File: src/rtl/ro_bus_scheduler.sv
// -----------------------------------------------------------------------------
// ro_bus_scheduler
//
// Time-multiplexes N_CH readout blocks onto one shared tristate output bus.
// Each falling edge of the div-32 clock starts a frame. Inside a frame, every
// channel enabled in the latched mask is granted one SLOT_CYC-long drive slot,
// in ascending channel order. Every slot is preceded by GUARD_CYC all-off
// cycles, so two blocks never drive the bus in the same cycle.
//
// Ports:
//   clk_ext     in   system clock, all logic on its rising edge
//   rst         in   synchronous active-high reset
//   clk_32      in   div-32 clock, sampled as data (never used as a clock)
//   ch_mask     in   per-channel participation, latched at frame start
//   clr_ovr     in   clears the sticky overrun flag (a same-cycle set wins)
//   ro_ctrl     out  one-hot-or-zero tristate enables, bit i = block i drives
//   slot_idx    out  index of the driving channel, 0 when none drives
//   frame_start out  one-cycle pulse at the start of a frame
//   frame_done  out  one-cycle pulse on return to idle after a full frame
//   busy        out  high whenever the scheduler is not idle
//   overrun     out  sticky, set when a frame edge arrives while busy
// -----------------------------------------------------------------------------
`timescale 1ns/1ps

module ro_bus_scheduler #(
    parameter int N_CH      = 8,
    parameter int SLOT_CYC  = 3,
    parameter int GUARD_CYC = 1
) (
    input  logic                    clk_ext,
    input  logic                    rst,
    input  logic                    clk_32,
    input  logic [N_CH-1:0]         ch_mask,
    input  logic                    clr_ovr,
    output logic [N_CH-1:0]         ro_ctrl,
    output logic [$clog2(N_CH)-1:0] slot_idx,
    output logic                    frame_start,
    output logic                    frame_done,
    output logic                    busy,
    output logic                    overrun
);

    localparam int IDX_W   = $clog2(N_CH);
    // The pointer has to be able to hold N_CH itself ("past the last channel").
    localparam int PTR_W   = $clog2(N_CH + 1);
    localparam int CNT_MAX = (SLOT_CYC > GUARD_CYC) ? SLOT_CYC : GUARD_CYC;
    localparam int CNT_W   = (CNT_MAX > 1) ? $clog2(CNT_MAX) : 1;

    // Counters run down to zero, so a phase of N cycles loads N-1.
    localparam logic [CNT_W-1:0] GUARD_LOAD = CNT_W'(GUARD_CYC - 1);
    localparam logic [CNT_W-1:0] SLOT_LOAD  = CNT_W'(SLOT_CYC - 1);

    typedef enum logic [1:0] {
        ST_IDLE,
        ST_GUARD,
        ST_DRIVE
    } state_e;

    state_e            state_q,       state_d;
    logic [CNT_W-1:0]  cnt_q,         cnt_d;
    logic [PTR_W-1:0]  ptr_q,         ptr_d;
    logic [N_CH-1:0]   mask_q,        mask_d;
    logic              c32_q,         c32_d;
    logic [N_CH-1:0]   ro_ctrl_q,     ro_ctrl_d;
    logic [IDX_W-1:0]  slot_idx_q,    slot_idx_d;
    logic              frame_start_q, frame_start_d;
    logic              frame_done_q,  frame_done_d;
    logic              busy_q,        busy_d;
    logic              overrun_q,     overrun_d;

    logic              fall;
    logic              hit;
    logic [IDX_W-1:0]  hit_idx;

    // Falling edge of clk_32, decoded against last cycle's sample.
    assign fall  = c32_q & ~clk_32;
    assign c32_d = clk_32;

    // Lowest set bit of the latched mask at or above the pointer. Scanning
    // downward lets the lowest match overwrite any higher one.
    always_comb begin
        hit     = 1'b0;
        hit_idx = '0;
        for (int i = N_CH - 1; i >= 0; i--) begin
            if (mask_q[i] && (PTR_W'(i) >= ptr_q)) begin
                hit     = 1'b1;
                hit_idx = IDX_W'(i);
            end
        end
    end

    // NOTE: every signal written here gets a default first, so no path leaves
    // one unassigned and no latch is inferred.
    always_comb begin
        state_d       = state_q;
        cnt_d         = cnt_q;
        ptr_d         = ptr_q;
        mask_d        = mask_q;
        ro_ctrl_d     = ro_ctrl_q;
        slot_idx_d    = slot_idx_q;
        frame_start_d = 1'b0;
        frame_done_d  = 1'b0;
        overrun_d     = overrun_q;

        case (state_q)
            ST_GUARD: begin
                if (cnt_q == '0) begin
                    if (hit) begin
                        state_d            = ST_DRIVE;
                        cnt_d              = SLOT_LOAD;
                        slot_idx_d         = hit_idx;
                        ro_ctrl_d          = '0;
                        ro_ctrl_d[hit_idx] = 1'b1;
                    end else begin
                        state_d      = ST_IDLE;
                        ptr_d        = '0;
                        frame_done_d = 1'b1;
                    end
                end else begin
                    cnt_d = cnt_q - 1'b1;
                end
            end
            ST_DRIVE: begin
                if (cnt_q == '0) begin
                    state_d    = ST_GUARD;
                    cnt_d      = GUARD_LOAD;
                    ptr_d      = PTR_W'(slot_idx_q) + PTR_W'(1);
                    ro_ctrl_d  = '0;
                    slot_idx_d = '0;
                end else begin
                    cnt_d = cnt_q - 1'b1;
                end
            end
            default: begin
                // Idle: wait for the next frame edge.
            end
        endcase

        // A frame edge overrides whatever the frame was doing, including a
        // completion in this same cycle: the old frame is dropped silently
        // (no frame_done) and a fresh one starts from channel 0.
        if (fall) begin
            state_d       = ST_GUARD;
            cnt_d         = GUARD_LOAD;
            ptr_d         = '0;
            mask_d        = ch_mask;
            ro_ctrl_d     = '0;
            slot_idx_d    = '0;
            frame_start_d = 1'b1;
            frame_done_d  = 1'b0;
        end

        // Clear first, so a set in the same cycle wins.
        if (clr_ovr) begin
            overrun_d = 1'b0;
        end
        if (fall && busy_q) begin
            overrun_d = 1'b1;
        end

        busy_d = (state_d != ST_IDLE);
    end

    // NOTE: state registers use non-blocking assignments so every flop samples
    // the values from before this edge, independent of statement order.
    always_ff @(posedge clk_ext) begin
        if (rst) begin
            state_q       <= ST_IDLE;
            cnt_q         <= '0;
            ptr_q         <= '0;
            mask_q        <= '0;
            c32_q         <= 1'b0;
            ro_ctrl_q     <= '0;
            slot_idx_q    <= '0;
            frame_start_q <= 1'b0;
            frame_done_q  <= 1'b0;
            busy_q        <= 1'b0;
            overrun_q     <= 1'b0;
        end else begin
            state_q       <= state_d;
            cnt_q         <= cnt_d;
            ptr_q         <= ptr_d;
            mask_q        <= mask_d;
            c32_q         <= c32_d;
            ro_ctrl_q     <= ro_ctrl_d;
            slot_idx_q    <= slot_idx_d;
            frame_start_q <= frame_start_d;
            frame_done_q  <= frame_done_d;
            busy_q        <= busy_d;
            overrun_q     <= overrun_d;
        end
    end

    assign ro_ctrl     = ro_ctrl_q;
    assign slot_idx    = slot_idx_q;
    assign frame_start = frame_start_q;
    assign frame_done  = frame_done_q;
    assign busy        = busy_q;
    assign overrun     = overrun_q;

endmodule

File: config.mk
export PLATFORM = sky130hd
export DESIGN_NAME = ro_bus_scheduler
export DESIGN_NICKNAME = d
export VERILOG_FILES = /design/src/rtl/ro_bus_scheduler.sv
export SDC_FILE = /design/constraint.sdc
export NUM_CORES = 1
export LEC_CHECK = 0
export CAP_MARGIN = 20
export CORE_ASPECT_RATIO = 0.8
export CORE_MARGIN = 2
export CORE_UTILIZATION = 35
export DETAILED_ROUTE_END_ITERATION = 10
export DONT_BUFFER_PORTS = 1
export HOLD_SLACK_MARGIN = 0.12
export RECOVER_POWER = 50
export SKIP_LAST_GASP = 1
export SLEW_MARGIN = 20
export SYNTH_ARGS = -nofsm -noshare
export SYNTH_HDL_FRONTEND = slang
export SYNTH_SLANG_ARGS = --single-unit
File: constraint.sdc
create_clock -name clk_ext -period 5 [get_ports clk_ext]
set_input_delay 1 -clock clk_ext [delete_from_list [all_inputs] [get_ports clk_ext]]
set_output_delay 1 -clock clk_ext [all_outputs]
set_load 0.05 [all_outputs]
==> Word level (Yosys, flattened, before mapping) <==
Cells that the tools add are included.
{ "totals": {"n_memories": 0, "elab_cells": 96, "ramBits": 0, "ff_bits": 32, "input_bits": 12, "rom_bits": 0, "latch_bits": 0} }
{ "classes": {"multipliers": 0, "n_mux": 43, "n_addsub": 2, "reduce_logical": 19, "bitwise_logic": 4, "eq_ne": 7, "n_lt_le_gt_ge": 10, "div_mod_pow": 0, "shift": 0} }
{ "ops": {"columns": ["op", "count"], "rows": [
  ["$mux W3", 11],
  ["$mux W8", 3],
  ["$ge A3 B4 Y1 const A", 4],
  ["$pmux W8 S2", 1],
  ["$mux W2", 7],
  ["$mux W1", 13],
  ["$mux W4", 3],
  ["$logic_and A1 B1 Y1", 10],
  ["$ge A1 B4 Y1 const A", 2],
  ["$ge A2 B4 Y1 const A", 2],
  ["$ne A2 B2 Y1 const B", 4],
  ["$pmux W2 S2", 2],
  ["$pmux W4 S2", 1],
  ["$reduce_and A4 Y1", 2],
  ["$pmux W3 S2", 1],
  ["$reduce_bool A2 Y1", 3],
  ["$add A3 B1 Y4 const B", 1],
  ["$lt A3 B4 Y1 const B", 1],
  ["$reduce_or A4 Y1", 1],
  ["$demux W1 S3", 1],
  ["$ge A3 B1 Y1 const B", 1],
  ["$ne A3 B3 Y1 const B", 1],
  ["$not A1 Y1", 3],
  ["$eq A2 B1 Y1 const B", 1],
  ["other kinds (6)", 6]
]} }

==> Logic depth before layout (Yosys ltp) <==
Gate-level depths: netlist of run 1.
{ "logic_depth": {"depth_word": 17, "ltp_mapped": 8} }

==> Worst setup path after synthesis of run 1 <==
No wires, ideal clock.
{ "synth_timing": {"kind": "input port to flip-flop", "from": "in clk_32", "to": "reg ptr_q[3]", "setup_time_ns": 0.074, "arrival_time_ns": 1.952, "setup_slack_ns": 2.974, "path_buffers": 2, "cell_stages": 6, "path_cell_list": "nand2b_1 nor2b_1 clkbuf_1 clkbuf_1 nand2_1 o21ai_0"} }
{ "synth_via": {"elab_chain_len": 3} }
{ "synth_rtl": {"columns": ["element", "line", "rtl"], "rows": [
  ["start: declaration", "32", "input logic clk_32,"],
  ["$not A1 Y1", "76", "assign fall = c32_q & ~clk_32;"],
  ["$and A1 B1 Y1", "76", null],
  ["$reduce_or A2 Y1 (no source line)", null, null],
  ["end signal: assignment", "182", "ptr_q <= ptr_d;"],
  ["end: declaration", "61", "logic [PTR_W-1:0] ptr_q, ptr_d;"]
]} }
No other way between the ends.
A chain may end at the register's enable or synchronous reset.

==> Worst setup path after layout of run 1 <==
{ "layout_timing": {"from": "reg ptr_q[1]", "to": "reg ro_ctrl_q[6], in the netlist ro_ctrl[6]"} }
{ "layout_via": {"elab_chain_len": 17, "word_cells_on_any_way": 42} }
{ "layout_rtl": {"columns": ["element", "line", "rtl"], "rows": [
  ["$ge A3 B4 Y1", "85", "if (mask_q[i] && (PTR_W'(i) >= ptr_q)) begin"],
  ["$logic_and A1 B1 Y1", "85", null],
  ["$mux W3 (8 in a row)", "85", null],
  ["$lt A3 B4 Y1 (implied by the code) / $ge A3 B1 Y1 (equally long branches)", "113", "ro_ctrl_d[hit_idx] = 1'b1;"],
  ["$logic_and A1 B1 Y1 (implied by the code)", "113", null],
  ["$mux W1 (implied by the code)", "113", null],
  ["$demux W1 S3", "113", null],
  ["$mux W8", "108", "if (hit) begin"],
  ["$mux W8", "107", "if (cnt_q == '0) begin"],
  ["$pmux W8 S2", "105", "case (state_q)"],
  ["end signal: assignment", "185", "ro_ctrl_q <= ro_ctrl_d;"],
  ["end: declaration", "64", "logic [N_CH-1:0] ro_ctrl_q, ro_ctrl_d;"]
]} }
Parallel ways exist; a longest one is shown, timed or not. The select of a mux whose other input is x is not followed.

==> impl_results.md, run 1 <==
- RSZ-0062 raised after global routing: no
- Pwr per Cell Area: ~430 mW/mm2
- Clk sinks: 32
- Achievable Freq: 404.5 MHz
- Sequential share of power: 49.3%
- Dpl cells: between 200 and 250
- Util after Layout: 40.45%
- 1st-iter DRT viols: 68
- Final period util: around half
- Layout cells sized above 1: under 10%
- Worst min path class: flip-flop to flip-flop
- N_diodes: 0
- Setup WS pre-CTS: 2236 ps
- Final layout net count: 169
- TritonRoute pass-1 iters: 4
- Pins over their slew limit: 0
- Critical Path RT: 5170 ps
- Most frequent cell after synthesis: dfxtp_1
- Arrival time worst endpoint: roughly 2600 ps
- Dpl hpwl: approximately 2400 um
- Post-synthesis cell type count: 38
- FILL cells: roughly 410
- Post-synth EDFFs: 0
- Vias in the first global route: about 1,100
- Setup repair bufs after CTS: 0
- Residual DRC count: 0
- CP startpoint kind: flip-flop
- Syn avg cell area: 9.372 um2
- Slew HR: 17.29%
- Crit. End Element: flip-flop
- DIE AREA: around 0.0046 mm2
- Setup WS post-layout: ~2500 ps
- WL per Instance: between 15 and 20 um
- Routability congestion estimate from global placement: a little under 0.9
- Hold_buf cts: 0
- Largest stage delay on the critical path: 530 ps
- Min Hold Slack: 479.9 ps
- Synthesized flop and latch total: 32
- IO Count: 27
- Syn Inst Count: 153
- Top cell type by total area after synthesis: dfxtp_1
- Final WL: between 3000 and 4000 um
- Post-synth top area share: 44.68%
- Area of the multi-input gates: around 740 um2
- # H-tree levels: 2
- Register Area: about 640 um2
- Primary FF master, synth: dfxtp_1
- Total GRT Usage: 15.97%
- Post-route insts no fill: 210
- Final setup TNS: 0 ps
- CTS tree: done
- Initial antenna violation count: 0
- Synth Cell Area: 0.001434 mm2
- Reg clk slew, reported paths: 60 ps
- Core area: 0.003854 mm2
- CTS max path bufs: 2
- Final Cell Area: ~0.0016 mm2
- Pin count of the biggest net entering global routing: 18
- Skew-Pair Late Insertion Delay: 290 ps
- FFs w/ async S/R, synth: 0%
- Global-route wire length before repair: ~5400 um
- Die height: 61.25 um
- NetSw: around 240 uW
- Setup violators final: 0
- Initial Utilization: a little under two fifths
- CP max FO: 13
- Clock skew: 5.931 ps
- Total CTS buffers: 5
- Routed Antenna Nets: 0
- Slew @ Worst Pin: ~1200 ps
- Sequential share of the synthesized area: around 45%
- Status: complete, no violations
- Period minus WS final: around 2500 ps
- CTS resizes: 0
- Area growth syn-to-layout: 8.726%
- Worst path slowest cell: dfxtp_1
- Total Power: approximately 670 uW
- Hold Fails Final Rpt: 0
- DR vias: between 1,000 and 1,500
- Placed cell areas: between 0.001 and 0.0015 mm2
- PortBufs: 0
- Yosys warns: 0
- Die Width: ~76 um
- Root Buffer: clkbuf_8
- Vias per cell: approximately 5.5
- Commonest cells in the synthesized netlist: dfxtp_1 (32), nand2_1 (14), nor2_1 (14), a21oi_1 (10)
- Clock share of power: between 30 and 40%
- Syn nets: between 150 and 200
- Maxcap violations: 0
- Combinational power share: 20.5%
- Critical path class: flip-flop to flip-flop
- Area contributors post-synth: dfxtp_1 (45%), a32o_1 (6.3%), nand2_1 (3.7%), nor2_1 (3.7%), a22o_1 (3.7%)
- Rows: 20
- Maximum resistive drop on vdd: roughly 0.00018 V
- Grt ovf: 0
- Cell Chain, Critical Path: a21boi_0 > o21a_1 > nor4_1 > a211o_1 > nor2b_1 > a32o_1
- Sw frac: approximately a third
- Int Pwr: roughly 440 uW
- Leak pwr: roughly 0.54 nW
[sequential cells by signal, summed over array words and instances, names as in the netlist]
name,flops
ptr_q,4
overrun,1
frame_done,1
busy,1
frame_start,1
mask_q,8
ro_ctrl,8
state_q,2
cnt_q,2
slot_idx,3
c32_q,1
[critical path: cells and delay by family, from the launching register on]
| kind | cells | cell delay (ps) |
|---|---|---|
| flip-flops | 1 | 530 |
| AND/OR/NAND/NOR | 2 | 610 |
| AO/OA/AOI/OAI | 4 | 1210 |
[layout by cell type (no fill, tap or decap), drive strengths merged]
master   Yosys  routed
nand3        3       3
o41ai        1       1
or2          2       2
a21boi       2       2
a22o         6       6
nor3b        1       1
nor2        15      15
o21bai       2       2
ha           3       3
nand4        2       2
nor4         4       4
and4b        1       1
clkbuf       4       8
nor3         1       1
a221o        1       1
a2111oi      1       1
a211o        1       1
nand2b       7       7
a21oi       10      10
a32o         9       9
a31o         1       1
a31oi        1       1
o21a         3       3
o21ai        9       9
nand2       14      14
dfxtp       32      32
xor2         1       1
nor2b        3       3
o22ai        1       1
or3          1       1
inv          5       5
and4         2       2
a32oi        1       1
nand3b       1       1
[cell families (layout without fill, tap and decap cells)]
logic type,Yosys count,after routing,share of synthesized area [%]
AND/OR/NAND/NOR,57,57,21.73
XOR/XNOR,1,1,0.6109
buffers and inverters,11,13,3.665
adder cells (fa/ha/maj),3,3,2.618
flip-flops,32,32,44.68
AO/OA/AOI/OAI,49,49,26.70
[area by class of cell]
class	count	area share [%]
inverter	5	1.204
tap	55	4.414
multi-input combinational	110	47.51
clock buffer	8	5.778
sequential	32	41.09
[power by group through the flow]
stage | Clock [mW] | Combinational, mW | Sequential (mW)
global route | 0.223 | 0.155 | 0.335
finish | 0.204 | 0.138 | 0.332
CTS | 0.212 | 0.139 | 0.332
floorplan | 0 | 0.122 | 0.332
global placement | 0 | 0.134 | 0.337
detailed placement | 0 | 0.139 | 0.337
[final timing paths]
| kind | startpoint | end | slack, ps | cells after the start |
|---|---|---|---|---|
| worst min register to register | cnt_q[1] | cnt_q[0] | 480 | 2 |
| worst max-delay path | ptr_q[1] | ro_ctrl[6] | 2530 | 6 |
| worst min-delay path | cnt_q[1] | cnt_q[0] | 480 | 2 |
| worst max register to register | ptr_q[1] | ro_ctrl[6] | 2530 | 6 |
[metal layers]
layer  part of all wire (%)  vias up  routed length (um)  track usage [%]
met5                      0        -                   0                0
met4                    2.1        0                  68            7.519
li1                       -      570                   -                -
met1                     47      552                1533            21.13
met3                    7.0        7                 229            6.547
met2                     44       29                1451            22.73
Power figures use the tool's default switching activity.
==> inputs of run 2 (changes only) <==
Clock period 5 ns to 2.25 ns, I/O delays scaled along.
==> impl_results.md, run 2 (synthesis results as in run 1) <==
- Status: complete, no violations
- Hold Fails Final Rpt: 0 (unchanged)
- Dpl hpwl: 2507 um (+4.8%)
- Layout cells sized above 1: 12.80% (+3.8 points)
- Pwr per Cell Area: 926.7 mW/mm2 (+110%)
- Routed met3 length: 228 um (-0.44%)
- RSZ-0062 raised after global routing: yes
- Routed Antenna Nets: 0 (unchanged)
- Combinational power share: 24.3% (+3.8 points)
- Total CTS buffers: 5 (unchanged)
- Clock skew: 4.949 ps (-0.9822 ps)
- Pin count of the biggest net entering global routing: 16 (-2)
- Setup repair bufs after CTS: 0 (unchanged)
- Crit. End Element: flip-flop
- DIE AREA: 0.004628 mm2 (unchanged)
- Die Width: 75.56 um (unchanged)
- CTS tree: done
- Grt ovf: 0 (unchanged)
- Reg clk slew, reported paths: 60 ps (about the same)
- Residual DRC count: 0 (unchanged)
- N_diodes: 0 (unchanged)
- Final period util: 93.72% (+44 points)
- Vias in the first global route: 1,179 (+4.8%)
- Achievable Freq: 474.2 MHz (+17%)
- Slew HR: 48.20% (+31 points)
- Period minus WS final: 2109 ps (-363.7 ps)
- Arrival time worst endpoint: 2280 ps (-360 ps)
- Sequential share of power: 48.5% (-0.8 points)
- Final layout net count: 179 (+5.9%)
- Maximum resistive drop on vdd: 0.0004370 V (+150%)
- 1st-iter DRT viols: 42 (-38%)
- # H-tree levels: 2 (unchanged)
- CP startpoint kind: flip-flop
- Hold_buf cts: 0 (unchanged)
- FILL cells: 411 (+0.49%)
- Total GRT Usage: 16.25% (+0.28 points)
- IO Count: 27 (unchanged)
- Skew-Pair Late Insertion Delay: 280 ps (about the same)
- Max layer used: met4
- Most frequent cells in the layout: dfxtp_1 (32), nor2_1 (14), nand2_1 (14)
- Met2 routed WL: 1452 um (about the same)
- Clock share of power: 27.3% (-3.0 points)
- WL per Instance: 15.23 um (-2.6%)
- Global-route wire length before repair: 5492 um (+1.9%)
- Initial Utilization: 37.21% (unchanged)
- Final WL: 3336 um (+1.6%)
- Worst min path class: primary input to flip-flop
- Commonest non-fill, non-tap cell in the layout: dfxtp_1
- DR vias: 1,168 (+0.86%)
- Maxcap violations: 0 (unchanged)
- Die height: 61.25 um (unchanged)
- NetSw: 531.0 uW (+120%)
- Core area: 0.003854 mm2 (unchanged)
- Critical path class: flip-flop to flip-flop
- Rows: 20 (unchanged)
- Initial antenna violation count: 0 (unchanged)
- Util after Layout: 41.75% (+1.3 points)
- Final setup TNS: 0 ps (unchanged)
- Setup violators final: 0 (unchanged)
- Clk sinks: 32 (unchanged)
- Area growth syn-to-layout: 12.22%
- CTS max path bufs: 2 (unchanged)
- Slew @ Worst Pin: 776.9 ps (-461.1 ps)
- Int Pwr: 960.0 uW (+120%)
- Root Buffer: clkbuf_8
- Post-route insts no fill: 219 (+4.3%)
- CP max FO: 8 (-5)
- Routability congestion estimate from global placement: 0.8372 (-3.9%)
- Sw frac: 35.61% (+0.52 points)
- Dpl cells: 212 (+5.0%)
- Met1 wire length: 1604 um (+4.6%)
- Critical Path RT: 2420 ps (-2750 ps)
- TritonRoute pass-1 iters: 4 (unchanged)
- Pins over their slew limit: 0 (unchanged)
- Leak pwr: 0.5732 nW (+6.0%)
- PortBufs: 0 (unchanged)
- Vias per cell: 5.333 (-3.3%)
## run 2: power by group through the flow
stage | registers, mW | clock network (mW) | logic (mW)
floorplan | 0.738 | 0 | 0.270
global placement | 0.735 | 0 | 0.354
detailed placement | 0.736 | 0 | 0.365
CTS | 0.723 | 0.423 | 0.367
global route | 0.729 | 0.445 | 0.397
finish | 0.723 | 0.406 | 0.362
## run 2: metal layers
metal | up-vias | global-route usage [%]
li1 | 590 | -
met1 | 539 | 20.92
met2 | 32 | 23.85
met3 | 7 | 6.874
met4 | 0 | 7.268
met5 | - | 0
## run 2: path summary, 6_finish.rpt
check / end / slack [ps] / from / cells after the start
setup / recovery: ro_ctrl[6] / 140 / ptr_q[0] / 6
hold / removal: c32_q / 240 / rst / 1
setup reg to reg: ro_ctrl[6] / 140 / ptr_q[0] / 6
hold reg to reg: cnt_q[0] / 490 / cnt_q[1] / 2
## run 2: layout make-up
type	count	area, um2	area share [%]
multi-input cells	110	743.2	46.19
clock inverters	1	5.005	0.3110
clock buffers	6	72.57	4.510
inverters	5	18.77	1.166
flip-flops and latches	32	640.6	39.81
well taps	55	68.82	4.277
repair buffers	10	60.06	3.733
## run 2: repair_timing
item / 4_1_cts / 5_1_grt
resized for setup: 0 / 2
endpoints found under the hold margin: 0 / 0
setup endpoints to repair: 0 / 7
## run 2: critical path, cell delays in order, from the launching register on
cell       delay [ps]
dfxtp_1           350
nand2b_4          160
a2111oi_4         460
nor4_1            150
a211o_1           430
buf_4             200
a32o_1            240
## run 2: stage by stage
step | worst slack, ps | power (mW) | hold slack [ps] | area [um2]
detailed placement | 126.3 | 1.101 | 478.8 | 1544
global route | -0.5274 | 1.571 | 231.8 | 1609
global placement | 202.4 | 1.088 | 466.5 | 1544
finish | 141.4 | 1.491 | 236.4 | 1609
CTS | 107.8 | 1.513 | 225.2 | 1622
floorplan | 354.2 | 1.008 | 442.5 | 1434
==> inputs of run 3 (changes only) <==
Settings changed: SETUP_SLACK_MARGIN set to 0.4.
==> impl_results.md, run 3 (synthesis results as in run 1) <==
- Status: complete, no violations
- WL per Instance: 16.25 um (+6.7%)
- Rows: 20 (unchanged)
- Final layout net count: 185 (+3.4%)
- Leak pwr: 0.6454 nW (+13%)
- CTS max path bufs: 2 (unchanged)
- Reg2Reg Setup Slack: 380 ps (+240 ps)
- Arrival time worst endpoint: 2080 ps (-200 ps)
- Skew-Pair Late Insertion Delay: 280 ps (about the same)
- Util after Layout: 44.97% (+3.2 points)
- Clk sinks: 32 (unchanged)
- IO Count: 27 (unchanged)
- Setup violators final: 0 (unchanged)
- Vias per cell: 5.520 (+3.5%)
- Dpl hpwl: 2591 um (+3.4%)
- Initial Utilization: 37.21% (unchanged)
- N_diodes: 0 (unchanged)
- Core area: 0.003854 mm2 (unchanged)
- Routability congestion estimate from global placement: 0.9450 (+13%)
- Maxcap violations: 0 (unchanged)
- CTS tree: done
- Die Width: 75.56 um (unchanged)
- DIE AREA: 0.004628 mm2 (unchanged)
- Worst path slowest cell: dfxtp_4
- Min Hold Slack: 229.0 ps (-7.392 ps)
- CP max FO: 9 (+1)
- Grt ovf: 0 (unchanged)
- Final setup TNS: 0 ps (unchanged)
- Root Buffer: clkbuf_8
- CP startpoint kind: flip-flop
- Die height: 61.25 um (unchanged)
- Most frequent cells in the layout: dfxtp_1 (25), nand2_1 (14), nor2_1 (13)
- PortBufs: 0 (unchanged)
- Setup WS post-layout: 378.4 ps (+237.0 ps)
- Total GRT Usage: 16.98% (+0.73 points)
- Worst min path class: primary input to flip-flop
- 1st-iter DRT viols: 90 (+110%)
- Layout cells sized above 1: 24.71% (+12 points)
- Pin count of the biggest net entering global routing: 12 (-4)
- Pwr per Cell Area: 888.8 mW/mm2 (-4.1%)
- RSZ-0062 raised after global routing: yes
- Hold Fails Final Rpt: 0 (unchanged)
- Critical Path RT: 2460 ps (+40 ps)
- Global-route wire length before repair: 5658 um (+3.0%)
- Setup WS pre-CTS: 62.34 ps (-63.92 ps)
- Maximum resistive drop on vdd: 0.0004370 V (about the same)
- Slew HR: 48.48% (+0.27 points)
- Vias in the first global route: 1,171 (-0.68%)
- Area growth syn-to-layout: 20.86%
- Commonest non-fill, non-tap cell in the layout: dfxtp_1
- Cell Chain, Critical Path: a21boi_4 > o21a_2 > buf_4 > nor4_2 > a211o_1 > buf_6 > nand2_1 > a21oi_1
- Period minus WS final: 1872 ps (-237.0 ps)
- Routed Antenna Nets: 0 (unchanged)
- Residual DRC count: 0 (unchanged)
- FILL cells: 397 (-3.4%)
- Clock skew: 2.643 ps (-2.306 ps)
- Achievable Freq: 534.3 MHz (+13%)
- Reg clk slew, reported paths: 60 ps (about the same)
- Largest stage delay on the critical path: 390 ps (-70 ps)
- Crit. End Element: flip-flop
- Hold_buf cts: 0 (unchanged)
- Final WL: 3657 um (+9.6%)
- Slew @ Worst Pin: 772.9 ps (-4.096 ps)
- # H-tree levels: 2 (unchanged)
- Pins over their slew limit: 0 (unchanged)
- Final period util: 83.18% (-11 points)
- Critical path class: flip-flop to flip-flop
- DR vias: 1,242 (+6.3%)
- TritonRoute pass-1 iters: 4 (unchanged)
- Initial antenna violation count: 0 (unchanged)
- Total CTS buffers: 5 (unchanged)
[run 3: changes by cell type in the layout (fill, tap and decap cells not counted), moves of 2 or more]
| cell | delta |
|---|---|
| dfxtp_1 | -7 |
| clkbuf_1 | -2 |
| buf_4 | +6 |
| a21boi_0 | -2 |
| dfxtp_4 | +3 |
| dfxtp_2 | +4 |
[run 3: area by class of cell]
class	instances	area, um2	share of cell area (%)
repair buffers	16	121.4	7.004
multi-input cells	110	789.5	45.56
inverters	5	18.77	1.083
flip-flops and latches	32	656.9	37.91
clock inverters	1	5.005	0.2888
clock buffers	6	72.57	4.188
well taps	55	68.82	3.971
[run 3: per-layer routing]
metal	track usage [%]	part of all wire [%]
met1	20.34	45
met2	26.34	46
met3	7.038	6.8
met4	8.772	1.5
met5	0	0
[run 3: final timing paths]
| check | startpoint | cells past startpoint | end |
|---|---|---|---|
| hold / removal | rst | 1 | c32_q |
| setup / recovery | ptr_q[0] | 8 | slot_idx[1] |
| setup reg to reg | ptr_q[0] | 8 | slot_idx[1] |
| hold reg to reg | mask_q[2] | 1 | mask_q[2] |
[run 3: timing repair]
item / in CTS / in global routing
setup buffers: 4 / 5
pin swaps: 9 / 9
endpoints found under the setup margin: 17 / 15
gates resized for setup: 16 / 9
[run 3: critical path, delay by kind of cell (launching register included)]
kind            cells  cell delay [ps]
compound gates      4              740
flops               1              390
simple gates        2              340
buf+inv             2              300
[run 3: where the power goes]
part | switching [mW] | total (mW) | internal (mW)
Clock | 0.202 | 0.412 | 0.210
Sequential | 0.113 | 0.723 | 0.610
Combinational | 0.236 | 0.406 | 0.170
Total | 0.551 | 1.54 | 0.989
[run 3: metrics by stage]
step	area, um2	power [mW]	std cells
2_1_floorplan	1434	1.008	153
3_3_place_gp	1521	1.084	209
5_1_grt	1733	1.620	225
6_report	1733	1.540	225
3_5_place_dp	1521	1.098	209
4_1_cts	1678	1.546	220
